File: config.mk
export PLATFORM = sky130hd
export DESIGN_NAME = logo_motion_ctrl
export DESIGN_NICKNAME = d
export VERILOG_FILES = /design/src/rtl/logo_motion_ctrl.sv
export SDC_FILE = /design/constraint.sdc
export NUM_CORES = 1
export LEC_CHECK = 0
export BUFFER_PORTS_ARGS = -buffer_cell sky130_fd_sc_hd__buf_2
export CELL_PAD_IN_SITES_DETAIL_PLACEMENT = 0
export CELL_PAD_IN_SITES_GLOBAL_PLACEMENT = 1
export CORE_MARGIN = 3
export CORE_UTILIZATION = 39
export DETAILED_ROUTE_END_ITERATION = 8
export PLACE_DENSITY = 0.88
export SLEW_MARGIN = 40
export SYNTH_ARGS = -nofsm -noshare
export SYNTH_HDL_FRONTEND = slang
export SYNTH_SLANG_ARGS = --single-unit
File: constraint.sdc
create_clock -name clk_i -period 2.9 [get_ports clk_i]
set_clock_uncertainty 0.05 [all_clocks]
set_input_delay 0.29 -clock clk_i [delete_from_list [all_inputs] [get_ports clk_i]]
set_output_delay 0.29 -clock clk_i [all_outputs]
set_load 0.01 [all_outputs]
File: src/rtl/logo_motion_ctrl.sv
// Bouncing-logo sequencer: owns the logo position and direction, walks the logo
// ROM in raster order across the logo window and registers the pixel colour.
module logo_motion_ctrl #(
    parameter int         LOGO_W    = 200,
    parameter int         LOGO_H    = 100,
    parameter int         H_ACTIVE  = 640,
    parameter int         V_ACTIVE  = 480,
    parameter int         STEP_X    = 1,
    parameter int         STEP_Y    = 1,
    parameter int         FRAME_DIV = 1,
    parameter logic [5:0] BG_COLOR  = 6'h3F
) (
    input  logic        clk_i,
    input  logic        reset_i,
    input  logic        p_tick,
    input  logic        vsync,
    input  logic        video_on,
    input  logic [9:0]  pixel_x,
    input  logic [9:0]  pixel_y,
    input  logic        pause,
    input  logic [7:0]  rom_data,
    output logic [15:0] rom_addr,
    output logic [9:0]  pos_x,
    output logic [9:0]  pos_y,
    output logic        in_window,
    output logic [5:0]  rgb
);
    // state      | meaning
    // WAIT_FRAME | idle, counting vsync rising edges toward the next update
    // UPD_X      | apply horizontal step, bounce at 0 / XMAX
    // UPD_Y      | apply vertical step, bounce at 0 / YMAX
    localparam logic [10:0] XMAX      = 11'(H_ACTIVE - LOGO_W);
    localparam logic [10:0] YMAX      = 11'(V_ACTIVE - LOGO_H);
    localparam logic [10:0] LW        = 11'(LOGO_W);
    localparam logic [10:0] LH        = 11'(LOGO_H);
    localparam logic [10:0] SX        = 11'(STEP_X);
    localparam logic [10:0] SY        = 11'(STEP_Y);
    localparam logic [7:0]  DIV_LAST  = 8'(FRAME_DIV - 1);
    localparam logic [15:0] ADDR_LAST = 16'(LOGO_W * LOGO_H - 1);

    typedef enum logic [1:0] {WAIT_FRAME = 2'd0, UPD_X = 2'd1, UPD_Y = 2'd2} state_t;

    state_t      r_state, w_state_nxt;
    logic [7:0]  r_frame_cnt, w_frame_cnt_nxt;
    logic [9:0]  r_pos_x, r_pos_y, w_pos_x_nxt, w_pos_y_nxt;
    logic        r_dir_x_neg, r_dir_y_neg, w_dir_x_neg_nxt, w_dir_y_neg_nxt;
    logic        r_vsync_d;
    logic [15:0] r_rom_addr;
    logic [5:0]  r_rgb;
    logic        w_frame_start;
    logic [10:0] w_pos_x11, w_pos_y11, w_px11, w_py11, w_x_inc, w_y_inc;
    logic [9:0]  w_x_dec, w_y_dec;
    logic        w_unused_rom;

    // 11-bit arithmetic keeps pos+LOGO_W and pos+STEP from wrapping
    assign w_pos_x11 = {1'b0, r_pos_x};
    assign w_pos_y11 = {1'b0, r_pos_y};
    assign w_px11    = {1'b0, pixel_x};
    assign w_py11    = {1'b0, pixel_y};
    assign w_x_inc   = w_pos_x11 + SX;
    assign w_y_inc   = w_pos_y11 + SY;
    assign w_x_dec   = r_pos_x - SX[9:0];
    assign w_y_dec   = r_pos_y - SY[9:0];

    assign in_window = (w_px11 >= w_pos_x11) && (w_px11 < w_pos_x11 + LW) &&
                       (w_py11 >= w_pos_y11) && (w_py11 < w_pos_y11 + LH);
    assign w_frame_start = vsync & ~r_vsync_d;
    assign w_unused_rom  = ^rom_data[7:6];

    always_ff @(posedge clk_i or negedge reset_i) begin
        if (!reset_i) begin
            r_state     <= WAIT_FRAME;
            r_frame_cnt <= '0;
            r_pos_x     <= '0;
            r_pos_y     <= '0;
            r_dir_x_neg <= 1'b0;
            r_dir_y_neg <= 1'b0;
            r_vsync_d   <= 1'b0;
        end else begin
            r_state     <= w_state_nxt;
            r_frame_cnt <= w_frame_cnt_nxt;
            r_pos_x     <= w_pos_x_nxt;
            r_pos_y     <= w_pos_y_nxt;
            r_dir_x_neg <= w_dir_x_neg_nxt;
            r_dir_y_neg <= w_dir_y_neg_nxt;
            r_vsync_d   <= vsync;
        end
    end

    always_comb begin
        w_state_nxt     = r_state;
        w_frame_cnt_nxt = r_frame_cnt;
        w_pos_x_nxt     = r_pos_x;
        w_pos_y_nxt     = r_pos_y;
        w_dir_x_neg_nxt = r_dir_x_neg;
        w_dir_y_neg_nxt = r_dir_y_neg;
        case (r_state)
            WAIT_FRAME: begin
                if (w_frame_start) begin
                    if (r_frame_cnt == DIV_LAST) begin
                        w_frame_cnt_nxt = '0;
                        if (!pause) w_state_nxt = UPD_X;
                    end else begin
                        w_frame_cnt_nxt = r_frame_cnt + 8'd1;
                    end
                end
            end
            UPD_X: begin
                if (!r_dir_x_neg) begin
                    if (w_x_inc >= XMAX) begin
                        w_pos_x_nxt     = XMAX[9:0];
                        w_dir_x_neg_nxt = 1'b1;
                    end else begin
                        w_pos_x_nxt = w_x_inc[9:0];
                    end
                end else if (w_pos_x11 <= SX) begin
                    w_pos_x_nxt     = '0;
                    w_dir_x_neg_nxt = 1'b0;
                end else begin
                    w_pos_x_nxt = w_x_dec;
                end
                w_state_nxt = UPD_Y;
            end
            UPD_Y: begin
                if (!r_dir_y_neg) begin
                    if (w_y_inc >= YMAX) begin
                        w_pos_y_nxt     = YMAX[9:0];
                        w_dir_y_neg_nxt = 1'b1;
                    end else begin
                        w_pos_y_nxt = w_y_inc[9:0];
                    end
                end else if (w_pos_y11 <= SY) begin
                    w_pos_y_nxt     = '0;
                    w_dir_y_neg_nxt = 1'b0;
                end else begin
                    w_pos_y_nxt = w_y_dec;
                end
                w_state_nxt = WAIT_FRAME;
            end
            default: w_state_nxt = WAIT_FRAME;
        endcase
    end

    // ROM read is combinational, so the address and the colour share one tick
    always_ff @(posedge clk_i or negedge reset_i) begin
        if (!reset_i) begin
            r_rom_addr <= '0;
            r_rgb      <= '0;
        end else begin
            if (vsync) begin
                r_rom_addr <= '0;
            end else if (p_tick && video_on && in_window) begin
                r_rom_addr <= (r_rom_addr == ADDR_LAST) ? '0 : r_rom_addr + 16'd1;
            end
            if (p_tick) begin
                if (video_on && in_window) r_rgb <= rom_data[5:0];
                else if (video_on)         r_rgb <= BG_COLOR;
                else                       r_rgb <= '0;
            end
        end
    end

    assign rom_addr = r_rom_addr;
    assign pos_x    = r_pos_x;
    assign pos_y    = r_pos_y;
    assign rgb      = r_rgb;
endmodule

==> results of run 1 <==
layout make-up:
cell class | instances | area [sq um] | share of cell area, %
clock buffer | 6 | 138.9 | 2.381
timing repair buffer | 126 | 804.5 | 13.79
tap | 140 | 175.2 | 3.003
clock inverter | 2 | 16.27 | 0.2789
multi-input combinational | 438 | 3149 | 53.99
sequential | 55 | 1383 | 23.70
inverter | 41 | 166.4 | 2.853
cells in the mapped netlist (all sizes together), types with 11 or more instances:
library cell,n
a21oi,47
and3,12
clkbuf,19
dfrtp,55
ha,48
inv,39
nand2,43
nand3,23
nand4,16
nor2,35
nor3,18
o21ai,44
o31ai,11
xnor2,17
timing repair:
item,4_1_cts,5_1_grt
pin swaps,12,4
resized for setup,36,15
hold buffers,1,0
setup endpoints to repair,22,22
setup buffers,3,5
hold endpoints to repair,21,0
per-stage QoR:
| stage | worst slack, ns | std cells |
|---|---|---|
| 5_1_grt | -0.4247 | 808 |
| 3_3_place_gp | -0.1303 | 791 |
| 4_1_cts | -0.2907 | 803 |
| 6_report | -0.2811 | 808 |
| 3_5_place_dp | -0.2744 | 791 |
| 2_1_floorplan | -0.005958 | 560 |
critical path, delay by kind of cell (launching register included):
family          cells  cell delay [ns]
compound gates      5             1.00
simple gates        3             0.74
flops               1             0.45
buf+inv             3             0.41
fa+ha+maj           1             0.30
xor+xnor            1             0.15
layer usage:
layer / share of wire (%) / up-vias / GRT usage (%)
met5: 0 / - / 0
met4: 1.2 / 0 / 4.276
met3: 6.3 / 18 / 3.541
met2: 49 / 176 / 34.61
met1: 43 / 2285 / 26.59
li1: - / 2322 / -
sequential cells by signal (all words and copies together), names as in the netlist:
signal / flops
rom_addr: 16
pos_x: 10
pos_y: 10
r_frame_cnt: 8
rgb: 6
r_state: 2
r_dir_x_neg: 1
r_dir_y_neg: 1
r_vsync_d: 1
layout by cell type (no fill, tap or decap), drive strengths merged, types with 4 or more instances in the layout:
cell | Yosys | layout
and3 | 12 | 12
a21oi | 47 | 47
o21a | 4 | 4
o21ai | 44 | 44
nor4 | 6 | 6
nor2 | 35 | 35
a31oi | 7 | 7
o31ai | 11 | 11
nand4 | 16 | 16
xnor2 | 17 | 17
buf | 7 | 125
nor3 | 18 | 18
inv | 39 | 40
a211o | 4 | 4
o22ai | 5 | 5
nand3 | 23 | 23
nor2b | 7 | 7
nand4b | 5 | 5
clkbuf | 19 | 6
a21o | 4 | 4
and4 | 5 | 5
nor3b | 6 | 6
o311ai | 7 | 7
ha | 48 | 48
or4 | 6 | 6
dfrtp | 55 | 55
a211oi | 5 | 5
o211ai | 6 | 6
nand2 | 43 | 43
final timing paths:
check	startpoint	to	slack (ns)
setup / recovery	pos_x[4]	rom_addr[11]	-0.28
max in group asynchronous	reset_i	pos_x[9]	1.59
hold reg to reg	r_frame_cnt[7]	r_frame_cnt[7]	0.42
hold / removal	pause	r_state[0]	0.10
min in group asynchronous	reset_i	r_dir_y_neg	0.47
setup reg to reg	pos_x[4]	rom_addr[11]	-0.28
power breakdown:
group / switching, uW / internal [uW]
registers: 96.3 / 861
logic: 759 / 544
clock network: 297 / 346
total: 1150 / 1750
cells by family (layout without fill, tap and decap cells):
| kind of cell | after synthesis | count (layout) | synth area share, % |
|---|---|---|---|
| simple gates | 197 | 197 | 22.89 |
| compound gates | 172 | 172 | 24.04 |
| buf+inv | 67 | 175 | 5.784 |
| flops | 55 | 55 | 30.01 |
| fa+ha+maj | 48 | 48 | 13.10 |
| xor+xnor | 18 | 18 | 3.438 |
| mux | 3 | 3 | 0.7366 |
==> parameters.txt, run 1 <==
Parameter                              Value

Critical path
  Arrival time at the worst endpoint ... ~3.4 ns
  Worst endpoint required time ... 3.08 ns
  Cells on worst reg2reg path ... 13
  Worst Path Max Fanout ... 7
  CP cell instances ... buf_12 -> nand3_1 -> nand2_1 -> xnor2_1 -> ha_1 -> a21o_1 -> a21oi_1 -> a32oi_1 -> a2111o_1 -> buf_6 -> buf_8 -> or4_1 -> a21oi_2
  Worst setup EP type ... register
  Type of origin of the critical path ... register
  Maximum cell stage delay along the critical path ... 0.52 ns
  Class of the most critical setup path ... register to register
  Cell with the largest stage delay on the worst path ... sky130_fd_sc_hd__or4_1

Clocking
  Clock latency of the later-clocked register in the worst-skew pair ... 0.30 ns
  Clock transition at path regs ... 0.08 ns
  CTS HTree Levels ... 2
  Maximum clock path buffer count ... 2
  TritonCTS sink count ... 55
  Clock tree root buffer cell ... sky130_fd_sc_hd__clkbuf_16
  CTS tree ... built
  Number of CTS-inserted buffers ... 5

Synthesis
  Number of synthesized register bits ... 55
  Number of enable-type register cells in the synthesized netlist ... 0
  Post-synthesis cell type with the largest combined area ... sky130_fd_sc_hd__dfrtp_1
  Most frequently used flop master after synthesis ... sky130_fd_sc_hd__dfrtp_1
  Mean cell area of the mapped netlist ... 8.189 sq um
  Async set-reset flop share out of synthesis ... 100.0%
  Cell area after synthesis ... approximately 4600 sq um
  Nets in the synthesized netlist ... around 640
  Cell count after synthesis ... between 500 and 600
  Main area contributors after synthesis ... sky130_fd_sc_hd__dfrtp_1 (30%), sky130_fd_sc_hd__ha_1 (13%), sky130_fd_sc_hd__a21oi_1 (5.1%)
  Area fraction of the dominant cell type after synthesis ... between 30% and 40%
  Number of different library cells in the post-synthesis netlist ... 62
  Register area share after synthesis ... 30.01%
  Yosys warning count ... 0

Floorplan
  Die Y-Extent ... around 110 um
  Boundary Pins ... 77
  Core region area ... 11170 sq um
  Area of the die ... 13100 sq um
  DIE WIDTH ... 114.4 um
  Number of standard-cell rows in the floorplan ... 38
  Initial standard-cell utilization of the core ... 41.04%

Power
  Total power divided by cell area ... 497.7 nW/um^2
  Worst VDD drop ... 308.3 uV
  Leakage ... 0.002568 uW
  Overall power after layout ... 2903 uW

Global route
  Total gr overflow ... 0
  Via count of the first global-routing pass ... 4655
  First-pass GRT wire length ... 21990 um
  Total global-route track usage ... 20.17%
  Number of antenna violations at the first check in global routing ... 0
  Pin count of the biggest net entering global routing ... 24

Timing
  PnR worst setup slack ... -0.2811 ns
  RSZ-0062 raised after global routing ... true
  Setup_tns ... -1.718 ns
  Measured slew at the worst slew-check pin ... 0.8560 ns
  Hold Slack ... 0.1009 ns
  Maximum achievable frequency ... approximately 310 MHz
  Share of the cycle needed by the critical path after routing ... 109.7%
  Hold violation count in the final report ... 0
  Final setup violation count ... 12
  Shortest clock period the worst path allows after layout ... around 3.2 ns
  Max-slew violation count ... 0
  Headroom to the max-slew limit ... 42.80%

Finish
  Final standard cell area without fillers ... 5833 sq um
  Finished Core Util ... 52.21%
  Synth-to-Final Area Change ... 27.20%
  N_diodes ... 0
  Final nets ... 749
  Fraction of layout instances using a drive strength above 1 ... 26.35%
  Filler cells ... 1054

Routing
  Total number of vias ... 4801
  Remaining routing DRC violations ... 0
  Antenna violation net count after detailed routing ... 0
  Aggregate routed wire length ... between 10000 and 15000 um
  DR vias/cell ... 5.942
  Routed WL per cell ... 16.71 um
  Length of the first detailed-routing pass in iterations ... 5
  First DRT Iteration DRCs ... 276

Status
  Violations in the final reports ... negative setup slack
  Status ... complete, but fails checks

Place
  Area after detailed placement ... 5400 sq um
  Total of buffers placed on input and output ports ... 74
  RD Place Congestion ... 0.8863
  Detailed Place HPWL ... 10150 um

Min path
  Depth of the worst hold-timing path ... 2
  Class of the tightest hold or removal check ... primary input to register

Flow run
  Number of maximum-capacitance violations ... 0
Note: power is estimated with default switching activity, not from simulation.
==> run 2, diff against run 1 <==
--- a/config.mk
+++ b/config.mk
@@ -5,13 +5,16 @@
 export SDC_FILE = /design/constraint.sdc
 export NUM_CORES = 1
 export LEC_CHECK = 0
+export ABC_AREA = 1
 export BUFFER_PORTS_ARGS = -buffer_cell sky130_fd_sc_hd__buf_2
 export CELL_PAD_IN_SITES_DETAIL_PLACEMENT = 0
 export CELL_PAD_IN_SITES_GLOBAL_PLACEMENT = 1
 export CORE_MARGIN = 3
-export CORE_UTILIZATION = 39
+export CORE_UTILIZATION = 37
+export CTS_CLUSTER_SIZE = 12
 export DETAILED_ROUTE_END_ITERATION = 8
-export PLACE_DENSITY = 0.88
+export PLACE_DENSITY = 0.87
+export SETUP_SLACK_MARGIN = 0.5
 export SLEW_MARGIN = 40
 export SYNTH_ARGS = -nofsm -noshare
 export SYNTH_HDL_FRONTEND = slang
==> run 2 against run 1 <==
- the flow now finishes without violations
- non-clock buffer count down 16
- cell count up 20%
- die area up 9.4%
- register-to-register slack better by 0.62 ns
- synthesized cell count up 24%
- critical endpoint is now in_window
- largest power group unchanged
==> parameters.txt, run 2 <==
Parameter                              Value

Critical path
  Worst Path Max Fanout ... 3
  Worst endpoint required time ... 2.56 ns
  Cell with the largest stage delay on the worst path ... sky130_fd_sc_hd__dfrtp_2
  Buffers plus inverters on the worst setup path ... 3
  Maximum cell stage delay along the critical path ... 0.44 ns
  Slack of the worst reg-to-reg path ... approximately 0.34 ns
  Family with the most delay on the worst path ... simple AND/OR/NAND/NOR gates
  Type of origin of the critical path ... register
  Class of the most critical setup path ... register to output pin
  Worst setup EP type ... output pin
  Arrival time at the worst endpoint ... between 2 and 2.5 ns
  CP cell instances ... ha_4 -> buf_6 -> xnor2_2 -> ha_1 -> nand2_2 -> a21oi_2 -> nor2_1 -> nand2_1 -> nand3_1 -> nand2_1 -> nand2_2 -> nand2_4 -> inv_2 -> buf_6

Global route
  Total gr overflow ... 0
  Pin count of the biggest net entering global routing ... 56
  Total global-route track usage ... 17.98%
  Number of antenna violations at the first check in global routing ... 0
  Via count of the first global-routing pass ... roughly 4400
  First-pass GRT wire length ... 21410 um

Finish
  Commonest non-fill, non-tap cells in the layout ... sky130_fd_sc_hd__nand2_1 (182), sky130_fd_sc_hd__inv_1 (83), sky130_fd_sc_hd__nor2_1 (77)
  N_diodes ... 0
  Final nets ... 883
  Number of flip-flops in the largest register ... 16
  Fraction of layout instances using a drive strength above 1 ... roughly a fifth
  Synth-to-Final Area Change ... 23.85%
  Commonest non-fill, non-tap cell in the layout ... sky130_fd_sc_hd__nand2_1
  Filler cells ... 1302

Floorplan
  Initial standard-cell utilization of the core ... 38.86%
  Area of the die ... between 10000 and 15000 sq um
  Number of standard-cell rows in the floorplan ... 40
  Boundary Pins ... 77
  Core region area ... approximately 12000 sq um
  DIE WIDTH ... 119.7 um
  Die Y-Extent ... between 100 and 150 um

Timing
  Maximum achievable frequency ... 385.7 MHz
  Final setup violation count ... 0
  Setup_tns ... 0 ns
  Share of the cycle needed by the critical path after routing ... 89.40%
  Headroom to the max-slew limit ... 52.08%
  Measured slew at the worst slew-check pin ... 0.7187 ns
  Hold violation count in the final report ... 0
  Shortest clock period the worst path allows after layout ... 2.593 ns
  Max-slew violation count ... 0
  RSZ-0062 raised after global routing ... true
  Hold Slack ... slightly below 0.07 ns

Synthesis
  Register area share after synthesis ... 28.77%
  Most numerous cell in the Yosys netlist ... sky130_fd_sc_hd__nand2_1
  Post-synthesis cell type with the largest combined area ... sky130_fd_sc_hd__dfrtp_1
  Yosys warning count ... 0
  Nets in the synthesized netlist ... 777
  Most frequently used flop master after synthesis ... sky130_fd_sc_hd__dfrtp_1
  Area fraction of the dominant cell type after synthesis ... 28.77%
  Number of different library cells in the post-synthesis netlist ... 38
  Commonest cells post-synth ... sky130_fd_sc_hd__nand2_1 (191), sky130_fd_sc_hd__inv_1 (87), sky130_fd_sc_hd__nor2_1 (77), sky130_fd_sc_hd__nand3_1 (62), sky130_fd_sc_hd__dfrtp_1 (55)
  Async set-reset flop share out of synthesis ... 100.0%
  Number of enable-type register cells in the synthesized netlist ... 0
  Mean cell area of the mapped netlist ... about 7 sq um
  Cell area after synthesis ... 4785 sq um
  Cell count after synthesis ... 695
  Number of synthesized register bits ... between 50 and 60
  Main area contributors after synthesis ... sky130_fd_sc_hd__dfrtp_1 (29%), sky130_fd_sc_hd__nand2_1 (15%), sky130_fd_sc_hd__ha_1 (13%)

Power
  Total power divided by cell area ... 499.7 nW/um^2
  Worst VDD drop ... between 200 and 250 uV
  Leakage ... 0.003257 uW

Routing
  Total number of vias ... 4702
  Antenna violation net count after detailed routing ... 0
  Remaining routing DRC violations ... 0
  DR vias/cell ... 4.847
  First DRT Iteration DRCs ... 193
  Length of the first detailed-routing pass in iterations ... 5
  Routed WL per cell ... 13.06 um
  Aggregate routed wire length ... 12670 um

Status
  Status ... completed

Clocking
  Post-CTS Hold Buffers ... 0
  Maximum clock path buffer count ... 2
  CTS tree ... built
  Number of CTS-inserted buffers ... 5
  TritonCTS sink count ... 55
  Clock tree root buffer cell ... sky130_fd_sc_hd__clkbuf_16
  Clock transition at path regs ... 0.07 ns
  CTS HTree Levels ... 2
  Clock latency of the later-clocked register in the worst-skew pair ... 0.30 ns

Place
  Detailed Place HPWL ... around 9600 um
  Total of buffers placed on input and output ports ... 74
  RD Place Congestion ... 0.8785

Min path
  Class of the tightest hold or removal check ... primary input to asynchronous set/reset pin

Flow run
  Number of maximum-capacitance violations ... 0
[run 2: changes by cell type after synthesis, sizes merged, moves of 11 or more]
cell    change
inv        +49
xor2       +32
clkbuf     -15
a21oi      -14
nand2     +152
o31ai      -11
nand3      +42
xnor2      -13
and3       -12
nor2       +47
o21ai      -24
[run 2: final timing paths]
check	from	to	depth (start not counted)
max	pos_y[3]	in_window	14
min	reset_i	rgb[0]	2
max reg2reg	pos_y[3]	rom_addr[3]	17
min reg2reg	r_frame_cnt[6]	r_frame_cnt[6]	1
max in group asynchronous	reset_i	pos_y[3]	2
min in group clk_i	pause	r_state[0]	2
[run 2: through the flow]
stage	setup WS [ns]	utilization [%]	power, uW	instance area, sq um	instances
finish	0.3073	48.13	2961	5926	970
CTS	0.2685	46.90	2927	5774	959
global placement	0.2367	43.92	2079	5408	940
global route	0.1714	48.13	3204	5926	970
detailed placement	0.2090	43.92	2081	5408	940
floorplan	0.5359	-	1753	4785	695
[run 2: worst register-to-register path, stage by stage (launching register included)]
cell,delay [ns]
sky130_fd_sc_hd__dfrtp_2,0.44
sky130_fd_sc_hd__ha_4,0.18
sky130_fd_sc_hd__buf_6,0.12
sky130_fd_sc_hd__xnor2_2,0.12
sky130_fd_sc_hd__ha_1,0.30
sky130_fd_sc_hd__nand2_2,0.07
sky130_fd_sc_hd__a21oi_2,0.05
sky130_fd_sc_hd__nor2_1,0.10
sky130_fd_sc_hd__nand2_1,0.07
sky130_fd_sc_hd__nand3_1,0.07
sky130_fd_sc_hd__nand2_1,0.06
sky130_fd_sc_hd__nand2_2,0.11
sky130_fd_sc_hd__buf_4,0.12
sky130_fd_sc_hd__buf_4,0.10
sky130_fd_sc_hd__nand3_4,0.15
sky130_fd_sc_hd__buf_6,0.19
sky130_fd_sc_hd__nand3_1,0.06
sky130_fd_sc_hd__nand2_1,0.07
[run 2: routing by layer]
| layer | part of all wire [%] | global-route usage, % | wire, um |
|---|---|---|---|
| met2 | 46 | 29.63 | 5871 |
| met1 | 48 | 25.17 | 6041 |
| met3 | 5.0 | 2.686 | 637 |
| met5 | 0 | 0 | 0 |
| met4 | 0.90 | 3.651 | 114 |
[run 2: kinds of logic (layout without fill, tap and decap cells)]
| logic type | Yosys count | count (layout) | synth area share (%) |
|---|---|---|---|
| AO/OA/AOI/OAI | 74 | 74 | 8.813 |
| AND/OR/NAND/NOR | 376 | 377 | 34.34 |
| adder cells (fa/ha/maj) | 48 | 48 | 12.55 |
| XOR/XNOR | 37 | 37 | 6.773 |
| buffers and inverters | 105 | 211 | 8.760 |
| flip-flops | 55 | 55 | 28.77 |
[run 2: power by group]
group	switching, uW	internal (uW)
sequential	111	871
clock	286	495
combinational	717	481
total	1110	1850
[run 2: repair_timing]
action,in CTS,in global routing
gates resized for setup,26,19
gates cloned,1,0
pin swaps,16,14
buffers inserted,10,11
setup endpoints to repair,23,27
[run 2: cell type report]
type / instances / area, sq um / area share, %
multi-input combinational: 536 / 3108 / 52.45
sequential: 55 / 1388 / 23.42
timing repair buffer: 110 / 669.4 / 11.30
inverter: 93 / 357.8 / 6.039
tap: 168 / 210.2 / 3.547
clock buffer: 5 / 125.1 / 2.111
clock inverter: 3 / 67.56 / 1.140
==> run 3, diff against run 2 <==
--- a/config.mk
+++ b/config.mk
@@ -5,15 +5,16 @@
 export SDC_FILE = /design/constraint.sdc
 export NUM_CORES = 1
 export LEC_CHECK = 0
-export ABC_AREA = 1
+export ABC_AREA = 0
 export BUFFER_PORTS_ARGS = -buffer_cell sky130_fd_sc_hd__buf_2
 export CELL_PAD_IN_SITES_DETAIL_PLACEMENT = 0
 export CELL_PAD_IN_SITES_GLOBAL_PLACEMENT = 1
 export CORE_MARGIN = 3
-export CORE_UTILIZATION = 37
+export CORE_UTILIZATION = 39
+export CTS_BUF_LIST = sky130_fd_sc_hd__clkbuf_8
 export CTS_CLUSTER_SIZE = 12
 export DETAILED_ROUTE_END_ITERATION = 8
-export PLACE_DENSITY = 0.87
+export PLACE_DENSITY = 0.88
 export SETUP_SLACK_MARGIN = 0.5
 export SLEW_MARGIN = 40
 export SYNTH_ARGS = -nofsm -noshare
==> constraint.sdc (replaced) <==
create_clock -name clk_i -period 2.25 [get_ports clk_i]
set_clock_uncertainty 0.05 [all_clocks]
set_input_delay 0.225 -clock clk_i [delete_from_list [all_inputs] [get_ports clk_i]]
set_output_delay 0.225 -clock clk_i [all_outputs]
set_load 0.01 [all_outputs]
==> run 3 against run 2 <==
- the flow now finishes with violations (negative setup slack)
- wire length rose by 21%
- via count rose by 14%
- sequential power up 28%
- clock-buffer cell count is the same
- die area decreased by 8.6%
- combinational power up 110%
- flip-flop and latch count unchanged
- total power grew 46%
- critical path depth decreased by 1
- setup slack worse by 1.2 ns
- largest cell class unchanged
- highest routed layer unchanged
==> parameters.txt, run 3 (synthesis gave the netlist of run 1 again) <==
Parameter                              Value

Power
  Clock network power share ... roughly 14%
  Switching power total ... about 1800 uW
  Leakage ... roughly 0.0032 uW
  Total power divided by cell area ... slightly above 600 nW/um^2
  Fraction of power spent switching nets ... 41.68%
  Proportion of power drawn by combinational gates ... between 50% and 60%
  Worst VDD drop ... 586.0 uV
  Internal cell power ... 2523 uW
  Share of power burned in registers ... a little under 30%

Critical path
  Most repeated library cell on the critical path ... sky130_fd_sc_hd__buf_6
  Arrival time at the worst endpoint ... 2.90 ns
  Buffers plus inverters on the worst setup path ... 4
  RR Endpoint ... rom_addr[4]
  Maximum cell stage delay along the critical path ... 0.46 ns
  Family with the most delay on the worst path ... compound AO/OA/AOI/OAI gates
  Cells on worst reg2reg path ... 13
  Cell with the largest stage delay on the worst path ... sky130_fd_sc_hd__dfrtp_2
  Worst Path Max Fanout ... 4
  CP cell instances ... ha_4 -> a211o_1 -> nand2_1 -> xnor2_1 -> ha_1 -> a21o_1 -> a21oi_2 -> o22ai_2 -> a2111o_1 -> buf_6 -> clkinv_4 -> buf_6 -> buf_6
  Slack of the worst reg-to-reg path ... -0.91 ns
  Worst endpoint required time ... 1.98 ns
  Critical R2R Launch ... pos_y[3]
  Type of origin of the critical path ... register
  Worst setup EP type ... output pin
  Class of the most critical setup path ... register to output pin

Timing
  RSZ-0062 raised after global routing ... true
  Measured slew at the worst slew-check pin ... 0.9233 ns
  Headroom to the max-slew limit ... around two fifths
  Hold Slack ... about 0.037 ns
  Final setup violation count ... 30
  Shortest clock period the worst path allows after layout ... 3.172 ns
  Hold violation count in the final report ... 0
  Maximum achievable frequency ... between 300 and 400 MHz
  Share of the cycle needed by the critical path after routing ... 141.0%
  Setup_tns ... -19.67 ns
  Max-slew violation count ... 0
  PnR worst setup slack ... -0.9225 ns

Routing
  Antenna violation net count after detailed routing ... 0
  Routed WL per cell ... 16.88 um
  First DRT Iteration DRCs ... between 300 and 400
  Length of the first detailed-routing pass in iterations ... 5
  Aggregate routed wire length ... between 15000 and 20000 um
  Top metal layer carrying routed signals ... met4
  Met2 WL ... 7742 um
  Total number of vias ... 5374
  WL met1 ... 6429 um
  DR vias/cell ... roughly 6
  Remaining routing DRC violations ... 0
  Met3 layer wire length in the routed design ... 793 um

Floorplan
  Number of standard-cell rows in the floorplan ... 38
  Core region area ... 11170 sq um
  Initial standard-cell utilization of the core ... 41.04%
  Boundary Pins ... 77
  Die Y-Extent ... 114.4 um
  DIE WIDTH ... 114.4 um
  Area of the die ... between 10000 and 15000 sq um

Status
  Violations in the final reports ... negative setup slack
  Status ... complete, but fails checks

Global route
  Via count of the first global-routing pass ... approximately 5300
  First-pass GRT wire length ... 24690 um
  Number of antenna violations at the first check in global routing ... 0
  Total global-route track usage ... 22.52%
  Pin count of the biggest net entering global routing ... 21
  Total gr overflow ... 0

Clocking
  TritonCTS sink count ... 55
  Clock transition at path regs ... around 0.11 ns
  CTS tree ... built
  Clock latency of the later-clocked register in the worst-skew pair ... 0.32 ns
  CTS HTree Levels ... 2
  Number of CTS-inserted buffers ... 5
  Maximum clock path buffer count ... 2
  Clock tree root buffer cell ... sky130_fd_sc_hd__clkbuf_8

Min path
  Depth of the worst hold-timing path ... 2
  Hold Path Sink ... r_state[0]
  Startpoint of the lowest-slack hold path ... pause
  Class of the tightest hold or removal check ... primary input to register

Finish
  N_diodes ... 0
  Number of flip-flops in the largest register ... 16
  Synth-to-Final Area Change ... 55.44%
  Finished Core Util ... 63.80%
  Commonest non-fill, non-tap cells in the layout ... sky130_fd_sc_hd__buf_4 (120), sky130_fd_sc_hd__buf_2 (73), sky130_fd_sc_hd__dfrtp_1 (46)
  Final nets ... 849
  Commonest non-fill, non-tap cell in the layout ... sky130_fd_sc_hd__buf_4
  Fraction of layout instances using a drive strength above 1 ... 46.61%
  Final standard cell area without fillers ... between 7000 and 8000 sq um

Flow run
  Number of maximum-capacitance violations ... 0

Place
  Area after detailed placement ... 5967 sq um
  Placement-stage worst setup slack ... -0.9584 ns
  Total of buffers placed on input and output ports ... 74
  RD Place Congestion ... 0.9275
  Detailed Place HPWL ... between 10000 and 15000 um
## run 3: cell count changes in the layout (fill, tap and decap cells not counted), moves of 13 or more
cell	delta
sky130_fd_sc_hd__nor2_1	-48
sky130_fd_sc_hd__xor2_1	-32
sky130_fd_sc_hd__nand2_1	-147
sky130_fd_sc_hd__xnor2_1	+13
sky130_fd_sc_hd__buf_6	+23
sky130_fd_sc_hd__o21ai_1	+16
sky130_fd_sc_hd__inv_1	-51
sky130_fd_sc_hd__nand3_1	-43
sky130_fd_sc_hd__buf_4	+90
## run 3: area by class of cell
type                            count  area, sq um
Clock buffer                        5        68.82
Multi-Input combinational cell    438         3649
Sequential cell                    55         1388
Clock inverter                      3        25.02
Fill cell                         899         4045
Timing Repair Buffer              226         1654
Tap cell                          140        175.2
Inverter                           41        168.9
## run 3: how the worst max path moves through the flow
stage | from | to | depth (start not counted)
after floorplan | pos_x[4] | rom_addr[15] | 13
after global placement | pos_x[3] | rom_addr[10] | 12
after detailed placement | pos_x[3] | rom_addr[3] | 14
after CTS | pos_y[2] | in_window | 13
after global routing | pos_y[3] | in_window | 13
final | pos_y[3] | in_window | 13
## run 3: power by group through the flow
stage | Combinational (uW) | Clock [uW] | Sequential (uW)
floorplan | 1030 | 0 | 1330
global placement | 1780 | 0 | 1250
detailed placement | 1830 | 0 | 1260
CTS | 2290 | 601 | 1250
global route | 2670 | 646 | 1280
finish | 2470 | 600 | 1260
## run 3: repair_timing
action,CTS,global route
endpoints found under the setup margin,48,51
gates resized for setup,122,45
setup buffers,31,13
pin swaps,54,29
hold endpoints to repair,18,0
hold buffers,1,0
## run 3: through the flow
stage | total power, uW | std cells
after floorplan | 2352 | 560
after global placement | 3026 | 855
after detailed placement | 3093 | 855
after CTS | 4144 | 895
after global routing | 4590 | 908
final | 4326 | 908
## run 3: metal layers
metal	track usage, %	vias up
met4	6.968	0
met1	28.93	2606
met3	2.854	40
met2	39.27	209
met5	0	-
li1	-	2519
